$ cat src/rtl/pipe_hazard_ctrl.sv
// Hazard controller around the ID/EXE register: load-use stall, taken-branch flush, dmem-wait freeze.
// Optional HAZARD_PERF_EN adds saturating stall/flush/freeze performance counters.
module pipe_hazard_ctrl #(
    parameter int unsigned LOAD_LAT = 1,
    parameter int unsigned CNT_W    = 16
) (
    input  logic             clk,
    input  logic             rst,
    input  logic [2:0]       id_rs,
    input  logic [2:0]       id_rt,
    input  logic             id_use_rs,
    input  logic             id_use_rt,
    input  logic             ex_memRd,
    input  logic             ex_regWr,
    input  logic [2:0]       ex_rd,
    input  logic             br_taken,
    input  logic             mem_access,
    input  logic             dmem_ready,
    output logic             pc_en,
    output logic             ifid_en,
    output logic             ifid_flush,
    output logic             idex_en,
    output logic             idex_bubble,
    output logic             exmem_en,
    output logic             memwb_bubble
`ifdef HAZARD_PERF_EN
    ,
    output logic [CNT_W-1:0] stall_cycles,
    output logic [CNT_W-1:0] flush_count,
    output logic [CNT_W-1:0] freeze_cycles
`endif
);

    localparam logic [2:0] CNT_INIT = 3'(LOAD_LAT - 1);

    typedef enum logic {
        RUN     = 1'b0,
        LDSTALL = 1'b1
    } state_t;

    state_t     state, state_nx;
    logic [2:0] cnt, cnt_nx;
    logic       hit;
    logic       freeze;

    if (LOAD_LAT < 1 || LOAD_LAT > 7 || CNT_W < 1) begin : g_bad_param
        $error("pipe_hazard_ctrl: LOAD_LAT must be 1..7 and CNT_W >= 1");
    end

    assign hit = ex_memRd & ex_regWr &
                 ((id_use_rs & (ex_rd == id_rs)) | (id_use_rt & (ex_rd == id_rt)));
    assign freeze = mem_access & ~dmem_ready;

    // State register
    always_ff @(posedge clk or posedge rst) begin
        if (rst) begin
            state <= RUN;
            cnt   <= 3'd0;
        end else begin
            state <= state_nx;
            cnt   <= cnt_nx;
        end
    end

    // Next state and pipeline controls, highest priority event first
    always_comb begin
        state_nx     = state;
        cnt_nx       = cnt;
        pc_en        = 1'b1;
        ifid_en      = 1'b1;
        ifid_flush   = 1'b0;
        idex_en      = 1'b1;
        idex_bubble  = 1'b0;
        exmem_en     = 1'b1;
        memwb_bubble = 1'b0;

        if (rst) begin
            pc_en    = 1'b0;
            ifid_en  = 1'b0;
            idex_en  = 1'b0;
            exmem_en = 1'b0;
            state_nx = RUN;
            cnt_nx   = 3'd0;
        end else if (freeze) begin
            // Whole pipe holds; a branch in EXE is seen again once memory releases
            pc_en        = 1'b0;
            ifid_en      = 1'b0;
            idex_en      = 1'b0;
            exmem_en     = 1'b0;
            memwb_bubble = 1'b1;
        end else if (br_taken) begin
            ifid_flush  = 1'b1;
            idex_bubble = 1'b1;
            state_nx    = RUN;
            cnt_nx      = 3'd0;
        end else if (state == LDSTALL) begin
            pc_en       = 1'b0;
            ifid_en     = 1'b0;
            idex_bubble = 1'b1;
            cnt_nx      = cnt - 3'd1;
            if (cnt == 3'd1) begin
                state_nx = RUN;
            end
        end else if (hit) begin
            pc_en       = 1'b0;
            ifid_en     = 1'b0;
            idex_bubble = 1'b1;
            if (LOAD_LAT > 1) begin
                state_nx = LDSTALL;
                cnt_nx   = CNT_INIT;
            end
        end
    end

`ifdef HAZARD_PERF_EN
    logic stall_inc;
    logic flush_inc;
    logic freeze_inc;

    assign stall_inc  = idex_bubble & ~ifid_flush;
    assign flush_inc  = br_taken & ~freeze;
    assign freeze_inc = freeze;

    // Saturating performance counters
    always_ff @(posedge clk or posedge rst) begin
        if (rst) begin
            stall_cycles  <= '0;
            flush_count   <= '0;
            freeze_cycles <= '0;
        end else begin
            if (stall_inc && (stall_cycles != '1)) begin
                stall_cycles <= stall_cycles + CNT_W'(1);
            end
            if (flush_inc && (flush_count != '1)) begin
                flush_count <= flush_count + CNT_W'(1);
            end
            if (freeze_inc && (freeze_cycles != '1)) begin
                freeze_cycles <= freeze_cycles + CNT_W'(1);
            end
        end
    end
`endif

endmodule

$ cat config.mk
export PLATFORM = sky130hd
export DESIGN_NAME = pipe_hazard_ctrl
export DESIGN_NICKNAME = d
export VERILOG_FILES = /design/src/rtl/pipe_hazard_ctrl.sv
export SDC_FILE = /design/constraint.sdc
export NUM_CORES = 1
export LEC_CHECK = 0
export CAP_MARGIN = 20
export CORE_AREA = 2 2 39 41
export DETAILED_ROUTE_END_ITERATION = 7
export DIE_AREA = 0 0 41 43
export PLACE_DENSITY = 0.63
export REMOVE_ABC_BUFFERS = 1
export SKIP_CTS_REPAIR_TIMING = 1
export SLEW_MARGIN = 25
export SYNTH_ARGS = -nofsm -noshare
export SYNTH_HDL_FRONTEND = slang
export SYNTH_SLANG_ARGS = --single-unit
$ cat constraint.sdc
create_clock -name clk -period 1.5 [get_ports clk]
set_input_delay 0.225 -clock clk [delete_from_list [all_inputs] [get_ports clk]]
set_output_delay 0.225 -clock clk [all_outputs]
set_load 0.03 [all_outputs]
==> metrics.txt, run 1 <==
Seq/Total Area, Yosys 27.2%; Slew Viols, Final 0; CORE AREA 1380 um^2; Final min period 1.42 ns; total die area 1760 um^2; # clock sinks 4; Ports 25; TritonRoute pass-1 iters 2; clk buf depth 2; clk_lat worst skew 0.23 ns; synth-to-layout area growth 96.6%; post-synth top area cell dfrtp_1; slew at the pin closest to its max-slew limit 0.210 ns; Iter 0 DRT Violations 5; pin count of the biggest net entering global routing 8; Die W 41 um; first-pass GRT wire length roughly 1400 um; prevailing post-synth register cell dfrtp_1; post-synthesis cell count 46; H-tree Lvls 1; Buffers on Ports 24; GRT Residual Overflow 0; Nets 100; Hold Vio Cnt, Final 0; CTS tree done; Crit. End Element output pin; Worst-path clk slew 0.04 ns; Total Power 381 uW; most frequent cell after synthesis xnor2_1; DR vias/cell 4.52; DRC 0; root buffer cell clkbuf_4; routability cong. 0.762; Reg2Reg Depth 6; area fraction of the dominant cell type after synthesis 27.2%; Worst Path Class, Setup primary input to output pin; met1 usage 12.4%; GRT busiest layer met2; Ys Warns 0; WL final between 1000 and 1500 um; fraction of registers with async set/reset 100%; grt met3 use under 10%; Inserted Clock Buffers 3; top cells by area, synth dfrtp_1, xnor2_1, a21oi_1, ha_1, o21ai_0; Max Clock Skew 0.000552 ns; netlist area before placement 368 um^2; met2 GRT Util between 10% and 20%; area of the multi-input gates 249 um^2; Row Count 14; Netlist cell types 18; vias 425; relative slew slack a little under nine tenths; required time worst endpoint roughly 1.3 ns; Worst Setup Start Kind primary input; register area 100 um^2; antenna viol nets, final 0; MaxCap Viol Count 0; number of diodes 0; status complete, no violations; period utilization between 90% and 100%; vias in the first global route a little over 400; layout cells sized above 1 29.5%; PD cells ~530 nW/um^2; FF+latch count, synth 4; endpoints failing setup 0; GRT Total Usage ~13%; Max Clock Freq 705 MHz; number of synthesized flops with an enable pin 0; initial antenna violation count 0; most frequent cells after synthesis xnor2_1, a21oi_1, inv_1, o21ai_0, dfrtp_1; Mean Syn Cell Area 8.00 um^2; Setup TNS 0 ns; WHS 0.0860 ns; CP arrival 1.19 ns; min-delay worst type primary input to async pin; initial core utilization 26.6%; final worst setup slack 0.0809 ns; worst vdd ir 0.327 mV; Die Height 43 um; detailed placement HPWL about 810 um; Routed WL per cell between 10 and 15 um; FILL cells 130; Setup WS pre-CTS -0.211 ns; CP Max Fanout 2; Leak 0.420 nW
state kept, by name (all words and copies together) (netlist names):
signal	flops
state	1
cnt	3
through the flow:
stage	util, %	std cells	area, um^2
6_report	52.3	94	723
5_1_grt	52.3	94	723
4_1_cts	47.9	93	663
3_5_place_dp	46.3	90	641
3_3_place_gp	46.3	90	641
2_1_floorplan	-	44	353
report_power, final:
group	internal, mW	total [mW]	switching (mW)
combinational	0.0793	0.144	0.0651
clock	0.0891	0.128	0.0387
sequential	0.109	0.109	0
total	0.277	0.381	0.104
layout by cell type, fill, tap and decap left out, types with 2 or more instances in the layout:
master           Yosys  routed
ha_1                 2       2
a21oi_2              0       2
buf_6                0       2
o21ai_0              5       4
buf_4                2      12
nand3b_1             2       2
inv_1                5       5
xnor2_1              6       5
clkbuf_4             0       3
nand4_1              2       2
clkdlybuf4s50_1      0       2
nor2_1               3       3
dlymetal6s2s_1       0      14
a21oi_1              5       3
nand2_1              3       3
dfrtp_1              4       4
routing by layer:
layer	wire (um)	part of all wire (%)	up-vias
li1	-	-	220
met1	375	36	182
met2	487	47	23
met3	165	16	0
met4	0	0	0
met5	0	0	-
logic make-up (layout without fill, tap and decap cells):
logic type	after synthesis	count (layout)	synth area share, %
flip-flops	4	4	27.2
AO/OA/AOI/OAI	12	12	18.0
buffers and inverters	7	39	9.18
adder cells (fa/ha/maj)	2	2	6.80
XOR/XNOR	6	6	14.3
AND/OR/NAND/NOR	15	15	24.5
worst max-delay path, stage by stage:
cell	delay [ns]
clkdlybuf4s50_1	0.42
nand2_1	0.09
a21oi_2	0.03
o31a_1	0.28
buf_6	0.14
layout make-up:
| class | instances | area share, % |
|---|---|---|
| flip-flops and latches | 4 | 13.8 |
| inverters | 5 | 2.60 |
| clock buffers | 3 | 3.11 |
| repair buffers | 31 | 43.3 |
| multi-input cells | 35 | 34.4 |
| well taps | 16 | 2.77 |
worst paths after layout:
check	from	to	slack (ns)
setup reg to reg	cnt[0]$_DFFE_PP0P_	cnt[2]$_DFFE_PP0P_	0.35
max in group asynchronous	rst	cnt[0]$_DFFE_PP0P_	1.27
setup / recovery	ex_memRd	idex_bubble	0.08
hold reg to reg	cnt[1]$_DFFE_PP0P_	cnt[1]$_DFFE_PP0P_	0.52
hold / removal	rst	state$_DFFE_PP0N_	0.09
min in group clk	rst	cnt[2]$_DFFE_PP0P_	0.41
(Power assumes the default switching activity.)
==> inputs of run 2 (changes only) <==
==> constraint.sdc (replaced) <==
create_clock -name clk -period 1.5 [get_ports clk]
set_input_delay 0.3 -clock clk [delete_from_list [all_inputs] [get_ports clk]]
set_output_delay 0.3 -clock clk [all_outputs]
set_load 0.03 [all_outputs]
==> metrics.txt, run 2 (same netlist as run 1, synthesis figures left out) <==
status finished, violations left; violated checks negative setup slack; vias 445; Worst Setup Start Kind primary input; biggest regs cnt (3), state (1); period utilization 101%; FILL cells 130; root buffer cell clkbuf_4; Buffers on Ports 24; Slew Viols, Final 0; Biggest register cnt; wl on met1 359 um; area of the multi-input gates 297 um^2; min-delay worst type primary input to async pin; clk_lat worst skew 0.23 ns; GRT Total Usage 12.2%; MaxCap Viol Count 0; Total Power 398 uW; synth-to-layout area growth 108%; Max Clock Freq 661 MHz; CTS tree done; total die area ~1800 um^2; max reg flops 3; Worst Path Class, Setup primary input to output pin; H-tree Lvls 1; routability cong. 0.762; CP arrival 1.21 ns; Die W 41 um; vias in the first global route just under 400; WHS 0.158 ns; worst vdd ir between 0.3 and 0.4 mV; register area 101 um^2; endpoints failing setup 1; Final min period approximately 1.5 ns; slew at the pin closest to its max-slew limit 0.213 ns; Nets between 100 and 150; DR vias/cell 4.64; antenna viol nets, final 0; PD cells roughly 520 nW/um^2; met2 routed WL 523 um; WL final 1040 um; met3 WL roughly 160 um; highest metal used met3; initial core utilization 26.6%; Hold Vio Cnt, Final 0; relative slew slack a little under nine tenths; number of diodes 0; detailed placement HPWL between 800 and 900 um; CP Max Fanout 2; Inserted Clock Buffers 3; Die Height 43 um; final worst setup slack -0.0118 ns; final core occ 55.2%; Crit. End Element output pin; Setup WS pre-CTS -0.369 ns; required time worst endpoint 1.20 ns; RSZ-0062 raised after global routing true; Max Clock Skew 0.00219 ns; first-pass GRT wire length 1380 um; commonest non-fill, non-tap cell in the layout buf_4; DRC 0; Iter 0 DRT Violations 2; Row Count 14; initial antenna violation count 0; Leak 0.411 nW; CORE AREA 1380 um^2; clk buf depth 2; Ports 25; pin count of the biggest net entering global routing 8; TritonRoute pass-1 iters 2; commonest cells after routing, fill and taps aside buf_4, dlymetal6s2s_1, buf_6; # clock sinks 4; Routed WL per cell roughly 11 um; Worst-path clk slew 0.04 ns; GRT Residual Overflow 0; layout cells sized above 1 50.0%
-- run 2: changes by cell type in the layout (fill, tap and decap cells not counted), moves of 2 or more --
cell             change
clkbuf_2             +4
xnor2_1              -4
buf_6                +4
dlymetal6s2s_1       -6
clkdlybuf4s50_1      -2
xnor2_2              +3
-- run 2: through the flow --
stage,TNS [ns],cells,area (um^2)
floorplan,-3.74,44,353
global placement,-1.84,90,641
detailed placement,-1.96,90,641
CTS,-1.73,93,663
global route,-0.0715,96,764
finish,-0.0118,96,764
-- run 2: cell type report --
cell class	instances	area share, %
Timing Repair Buffer	33	39.9
Multi-Input combinational cell	35	38.8
Sequential cell	4	13.3
Clock buffer	3	2.95
Tap cell	16	2.62
Inverter	5	2.45
-- run 2: routing by layer --
layer / global-route usage [%] / vias up
met5: 0 / -
met3: 4.71 / 0
met4: 10.0 / 0
met2: 19.7 / 23
li1: - / 226
met1: 11.1 / 196
-- run 2: final timing paths --
check | startpoint | endpoint | slack, ns | cells past startpoint
min reg2reg | cnt[1]$_DFFE_PP0P_ | cnt[1]$_DFFE_PP0P_ | 0.52 | 2
min | rst | cnt[2]$_DFFE_PP0P_ | 0.16 | 3
min in group clk | rst | cnt[2]$_DFFE_PP0P_ | 0.48 | 3
max reg2reg | state$_DFFE_PP0N_ | cnt[2]$_DFFE_PP0P_ | 0.36 | 5
max | id_rs[0] | idex_bubble | -0.01 | 6
max in group asynchronous | rst | state$_DFFE_PP0N_ | 1.18 | 3
-- run 2: power by group --
part           switching, mW  total, mW  internal [mW]
logic                 0.0719      0.162         0.0906
clock network         0.0384      0.127         0.0891
registers                  0      0.109          0.109
total                  0.110      0.398          0.288
-- run 2: critical path, cell delays in order --
cell and delay (ns):
buf_4 0.13, xnor2_4 0.12, nand4_1 0.16, a21oi_2 0.08, o31a_1 0.29, buf_6 0.14
